[config.mk]
export PLATFORM = sky130hd
export DESIGN_NAME = truth_table_lut
export DESIGN_NICKNAME = d
export VERILOG_FILES = /design/src/rtl/truth_table_pkg.sv /design/src/rtl/truth_table_cfg_loader.sv /design/src/rtl/truth_table_lut.sv
export SDC_FILE = /design/constraint.sdc
export NUM_CORES = 1
export LEC_CHECK = 0
export BUFFER_PORTS_ARGS = -buffer_cell sky130_fd_sc_hd__buf_2
export CORE_UTILIZATION = 40
export DETAILED_ROUTE_END_ITERATION = 16
export PLACE_DENSITY_LB_ADDON = 0.3
export SLEW_MARGIN = 20
export SYNTH_ARGS = -nofsm -noshare
export SYNTH_HDL_FRONTEND = slang
export SYNTH_HIERARCHICAL = 1
export SYNTH_SLANG_ARGS = --single-unit
export TNS_END_PERCENT = 100
[constraint.sdc]
create_clock -name clk -period 1.9 [get_ports clk]
set_input_delay 0.285 -clock clk [delete_from_list [all_inputs] [get_ports clk]]
set_output_delay 0.285 -clock clk [all_outputs]
set_load 0.05 [all_outputs]
[src/rtl/truth_table_pkg.sv]
// Shared types and sizing helpers for the truth_table_lut slice.
package truth_table_pkg;

  typedef enum logic [1:0] {
    IDLE,
    LOAD,
    COMMIT
  } cfg_state_e;

  function automatic int unsigned TOTAL(input int unsigned n_in, input int unsigned num_out);
    return num_out << n_in;
  endfunction

  function automatic int unsigned CNT_W(input int unsigned total);
    return $clog2(total) + 1;
  endfunction

endpackage

[src/rtl/truth_table_cfg_loader.sv]
// Serial table loader: shifts cfg bits into a shadow table and raises commit
// for one cycle once the last bit has been written.
module truth_table_cfg_loader
  import truth_table_pkg::*;
#(
  parameter int unsigned N_IN    = 3,
  parameter int unsigned NUM_OUT = 1
) (
  input  logic                              clk,
  input  logic                              reset,
  input  logic                              cfg_start,
  input  logic                              cfg_valid,
  input  logic                              cfg_bit,
  output logic [TOTAL(N_IN, NUM_OUT)-1:0]   shadow,
  output logic                              commit,
  output logic                              busy
);

  localparam int unsigned TOT = TOTAL(N_IN, NUM_OUT);
  localparam int unsigned CW  = CNT_W(TOT);
  localparam int unsigned AW  = CW - 1;

  cfg_state_e    state, state_nx;
  logic [CW-1:0] cnt, cnt_nx, widx;
  logic          wr;
  logic          restart;

  always_comb begin
    state_nx = state;
    cnt_nx   = cnt;
    widx     = cnt;
    wr       = 1'b0;
    restart  = 1'b0;
    busy     = (state != IDLE);
    commit   = (state == COMMIT);
    case (state)
      IDLE: begin
        if (cfg_start) begin
          state_nx = LOAD;
          cnt_nx   = '0;
          restart  = 1'b1;
        end
      end
      LOAD: begin
        // A restart with a simultaneous bit writes that bit as bit 0.
        if (cfg_start) begin
          widx    = '0;
          cnt_nx  = '0;
          restart = 1'b1;
        end
        if (cfg_valid) begin
          wr     = 1'b1;
          cnt_nx = widx + CW'(1);
          if (widx == CW'(TOT - 1)) state_nx = COMMIT;
        end
      end
      COMMIT: state_nx = IDLE;
      default: state_nx = IDLE;
    endcase
  end

  always_ff @(posedge clk) begin
    if (reset) begin
      state  <= IDLE;
      cnt    <= '0;
      shadow <= '0;
    end else begin
      state <= state_nx;
      cnt   <= cnt_nx;
      if (restart) shadow <= '0;
      if (wr) shadow[widx[AW-1:0]] <= cfg_bit;
    end
  end

endmodule

[src/rtl/truth_table_lut.sv]
// Run-time programmable truth-table evaluator with registered outputs.
// Optional per-output hit counters are enabled by defining LUT_HITCOUNT_EN.
module truth_table_lut
  import truth_table_pkg::*;
#(
  parameter int unsigned                    N_IN    = 3,
  parameter int unsigned                    NUM_OUT = 1,
  parameter logic [TOTAL(N_IN, NUM_OUT)-1:0] INIT   = 'hAC
`ifdef LUT_HITCOUNT_EN
  ,
  parameter int unsigned                    HIT_W   = 16
`endif
) (
  input  logic               clk,
  input  logic               reset,
  input  logic               in_valid,
  input  logic [N_IN-1:0]    x,
  output logic               out_valid,
  output logic [NUM_OUT-1:0] f,
  input  logic               cfg_start,
  input  logic               cfg_valid,
  input  logic               cfg_bit,
  output logic               cfg_busy,
  output logic               cfg_done
`ifdef LUT_HITCOUNT_EN
  ,
  output logic [NUM_OUT*HIT_W-1:0] hit_cnt
`endif
);

  localparam int unsigned DEPTH = 1 << N_IN;
  localparam int unsigned TOT   = TOTAL(N_IN, NUM_OUT);

  logic [TOT-1:0]                   active;
  logic [TOT-1:0]                   shadow;
  logic                             commit;
  logic [NUM_OUT-1:0][DEPTH-1:0]    tbl;
  logic [NUM_OUT-1:0]               f_nx;

  truth_table_cfg_loader #(
    .N_IN   (N_IN),
    .NUM_OUT(NUM_OUT)
  ) u_loader (
    .clk      (clk),
    .reset    (reset),
    .cfg_start(cfg_start),
    .cfg_valid(cfg_valid),
    .cfg_bit  (cfg_bit),
    .shadow   (shadow),
    .commit   (commit),
    .busy     (cfg_busy)
  );

  assign cfg_done = commit;
  assign tbl      = active;

  for (genvar o = 0; o < NUM_OUT; o++) begin : g_lookup
    assign f_nx[o] = tbl[o][x];
  end

  // The active table updates at the end of the commit cycle, so a lookup
  // issued during commit still sees the previous table.
  always_ff @(posedge clk) begin
    if (reset) begin
      active    <= INIT;
      out_valid <= 1'b0;
      f         <= '0;
    end else begin
      if (commit) active <= shadow;
      out_valid <= in_valid;
      if (in_valid) f <= f_nx;
    end
  end

`ifdef LUT_HITCOUNT_EN
  for (genvar o = 0; o < NUM_OUT; o++) begin : g_hits
    logic [HIT_W-1:0] hc;
    logic             hit;

    assign hit = in_valid & f_nx[o];

    always_ff @(posedge clk) begin
      if (reset) begin
        hc <= '0;
      end else if (commit) begin
        hc <= hit ? HIT_W'(1) : '0;
      end else if (hit && (hc != '1)) begin
        hc <= hc + HIT_W'(1);
      end
    end

    assign hit_cnt[o*HIT_W +: HIT_W] = hc;
  end
`endif

endmodule

# == Yosys cells after proc, flatten, opt, wreduce, memory -nomap -nowiden ==
# Index checks and enable logic that the tools add are counted.
# word_totals
output_inout_bits,4
in_bits,9
register_bits,24
word_cells,43
# op_classes
n_lt_le_gt_ge,3
n_eq_ne,6
n_mux,21
n_addsub,1
n_reduce_logical,6
# ops
cell,count
$mux W8,3
$mux W4,3
$bwmux W8,1
$lt A3 B4 Y1 const B,2
$pmux W4 S2,1
$mux W1,6
$mux W2,3
$add A4 B1 Y4 const B,1
$eq A4 B3 Y1 const B,1
$ne A2 B2 Y1 const B,2
$pmux W2 S2,1
$reduce_bool A2 Y1,2
$bmux W1 S3,1
$demux W1 S3,1
$ge A3 B1 Y1 const B,1
$mux W3,1
$reduce_and A3 Y1,1
$eq A2 B1 Y1 const B,1
$eq A2 B2 Y1 const B,1
$logic_not A2 Y1,1
$ne A2 B1 Y1 const B,1
$reduce_or A2 Y1,1
$logic_and A1 B1 Y1,1

# == Logic depth before layout (Yosys ltp) ==
# logic_depth
word_depth,9
mapped_depth,5
ltp_nobuf,3

# == Cells and area by module ==
# The synthesis kept the hierarchy.
# modules_own_cells
mod,seq_area_each_um2,area_each_um2,n_inst,cells_each
truth_table_cfg_loader,280.3,723.2,1,74
truth_table_lut,200.2,419.2,1,37

# == Worst setup path before layout ==
# Ideal clock, no wire load.
# synth_path
path_type,register -> register
start,register u_loader.state[0]
end,register active[3]
required_time_ns,1.780
path_stages_with_launch,6
t_arrival_ns,1.956
synth_period_minus_slack_ns,2.076
slack_ns,-0.176
path_cell_list,dfxtp_1 > buf_2 > nor2b_1 > clkbuf_1 > nor2b_1 > a211o_1
# synth_between
elab_chain_len,1
# synth_lines
element,line,text
"start, declared",truth_table_cfg_loader.sv:23,"cfg_state_e state, state_nx;"
"start signal, assigned",truth_table_cfg_loader.sv:68,state <= state_nx;
$eq A2 B2 Y1,truth_table_cfg_loader.sv:35,commit = (state == COMMIT);
via cfg_done,truth_table_lut.sv:24,output logic cfg_done
"end signal, assigned",truth_table_lut.sv:69,if (commit) active <= shadow;
"end, declared",truth_table_lut.sv:34,logic [TOT-1:0] active;
# The timed path passes the listed nets, and every way through them passes these cells.
# A chain may end at the register's enable or synchronous reset.

# == Worst setup path in the final report ==
# layout_path
start,register u_loader.state[0]
end,output cfg_busy
# layout_between
elab_chain_len,1
# layout_lines
element,line,text
$reduce_bool A2 Y1,truth_table_cfg_loader.sv:34,busy = (state != IDLE);
"end, declared",truth_table_lut.sv:23,"output logic cfg_busy,"
# No other way between the ends.

==> impl_metrics.ini <==
[synth]
synth_most_common_cell = dfxtp_1
ys_warn_count = 6
syn_area_mm2 = 0.00114
syn_area_per_cell_um2 = 10.3
synth.largest_area_cell = dfxtp_1
synth_common_cells = dfxtp_1 (24), mux2i_1 (14), nand3_1 (8), nor2b_1 (8), nor2_1 (7)
synth_top_area_share_pct = 42.1
synth-main-ff-cell = dfxtp_1
synth_edf_count = 0
syn_inst = 111
yosysSeqAreaShare_pct = 42.1
synth.distinct_cells = 35
synth-seq-cells = 24
ys_async_sr_fraction_pct = 0
syn-num-nets = 120
synthTopCellsByArea = dfxtp_1 (42%), mux2i_1 (12%), nor2b_1 (4.4%)

[clock_network]
clock_path_buffers = 2
post_cts_buffers = 0
cts_hold_buf = 0
clk_pin_slew_ns = 0.13
clock_latency_ns = 0.32
cts.sinks = 24
clk_root_buffer_cell = clkbuf_4
cts_tree = done
cts_resized = 0
numCtsBuffers = 3
htreeDepth = 1

[sta]
worst_pin_slew_ns = 0.415
fin_skew_ns = 0.00100
period_minus_slack_ns = 1.63
finalWorstSetupSlack_ns = 0.271
relSlewSlack_pct = 72.3
grt_setup_unrepaired = no
fin_crit_sh_pct = 85.8
slew_viol_final = 0
hold_viol = 0
fmax_ghz = 0.614
holdWs_ns = 0.164
setup_tns_ns = 0
setup_violations = 0

[floorplan]
dieArea_mm2 = 0.00307
core_mm2 = 0.00273
die_h_um = 55.4
start_util_pct = 41.8
rows = 19
num_io_pins = 13
die_x_um = 55.4

[layout]
final_area_mm2 = 0.00124
final.fill_count = 263
utilization_pct = 45.4
layout.nets = 129
area_growth_pct = 8.76
layout-drive-gt1-share_pct = 22.7
antenna_cells = 0

[route]
maxUsedRoutingLayer = met4
route.vias.total = 857
dr.pass1.iters = 4
wl_met3_um = 77
first_iter_violations = 13
drc = 0
routedWlPerCell_um = 14.4
ant_nets = 0
wl_mm = 2.16
wl_met1_mm = 1.12
dr_wl_met2_um = 923
vias_per_cell = 5.71

[global_route]
track_usage_pct = 14.7
overflow = 0
grt_pass1_wl_mm = 3.57
first_global_vias = 769
antenna_found_initial = 0
grt_max_degree = 14

[power_and_ir_drop]
peakVddDrop_mv = 0.439
p_per_area_mw_per_mm2 = 703
p_leak_nw = 0.476

[critical_path]
crit_required_ns = 1.62
critical_path.endpoint_type = primary output
slowest_stage = dfxtp_1
crit_chain = or2_2 > buf_2
start_kind = flop
slowest_delay_ns = 0.60
worstPathArrival_ns = 1.34
path_max_fanout = 9
crit_type = reg2out

[placement]
port_buffers = 12
gp_congestion = 0.754
pre_cts_ws_ns = 0.553
hpwl_mm = 1.56
placed_area_mm2 = 0.00121

[min_path]
min_path_type = in2reg

[status]
status = finished, final reports clean

[run]
max_cap_violations = 0
layout by cell type, fill, tap and decap left out, types with 2 or more instances in the layout:
cell       synthesis  layout
dfxtp_1           24      24
mux2i_1           14      14
buf_2              4      12
nand3_1            8       8
nor2b_1            8       7
nor2_1             7       7
a211o_1            4       4
clkbuf_4           0       3
nand2b_1           3       3
nor3_1             3       3
a21oi_1            3       3
buf_4              0       2
and4bb_1           2       2
nand4b_1           2       2
o2111ai_1          2       2
nor4_1             2       2
nand2_1            2       2
flip-flops by register name, indices dropped and copies added (netlist names):
signal,flops
u_loader/state,2
u_loader/shadow,8
out_valid,1
f,1
u_loader/cnt,4
active,8
layout make-up:
type / instances / area, um2 / share of cell area [%]
multi-input cells: 76 / 608 / 48.9
flip-flops and latches: 24 / 480 / 38.7
repair buffers: 14 / 75.1 / 6.04
well taps: 31 / 38.8 / 3.12
clock buffers: 4 / 36.3 / 2.92
inverters: 1 / 3.75 / 0.302
worst max-delay path, delay by kind of cell (launching register included):
kind / cells / cell delay (ns)
DFF: 1 / 0.60
buffers and inverters: 1 / 0.25
and+or+nand+nor: 1 / 0.18
stage by stage:
step                power (mW)  instances
floorplan                0.592        111
global placement         0.611        146
global route             0.909        150
finish                   0.874        150
CTS                      0.885        150
detailed placement       0.613        146
cells by family after synthesis:
logic type	Yosys count	synth area share, %
muxes	15	14.2
DFF	24	42.1
buffers and inverters	11	4.93
AOI/OAI and AO/OA	17	12.3
and+or+nand+nor	44	26.5
power by group:
part | internal [mW] | switching (mW)
logic | 0.0293 | 0.0527
registers | 0.510 | 0.00993
clock network | 0.117 | 0.155
final timing paths:
kind	startpoint	end	slack, ns	cells after the start
setup / recovery	u_loader/state[0]$_SDFFE_PP0P_	cfg_busy	0.27	2
hold / removal	in_valid	f$_SDFFE_PP0P_	0.16	2
setup reg to reg	u_loader/state[0]$_SDFFE_PP0P_	u_loader/shadow[2]$_SDFF_PP0_	0.51	3
hold reg to reg	u_loader/shadow[4]$_SDFF_PP0_	u_loader/shadow[4]$_SDFF_PP0_	0.48	2
layer usage:
metal | track usage [%] | vias up
met5 | 0 | -
met4 | 6.43 | 0
met3 | 3.04 | 4
met2 | 21.5 | 20
met1 | 20.9 | 405
li1 | - | 428
(Power assumes the default switching activity.)
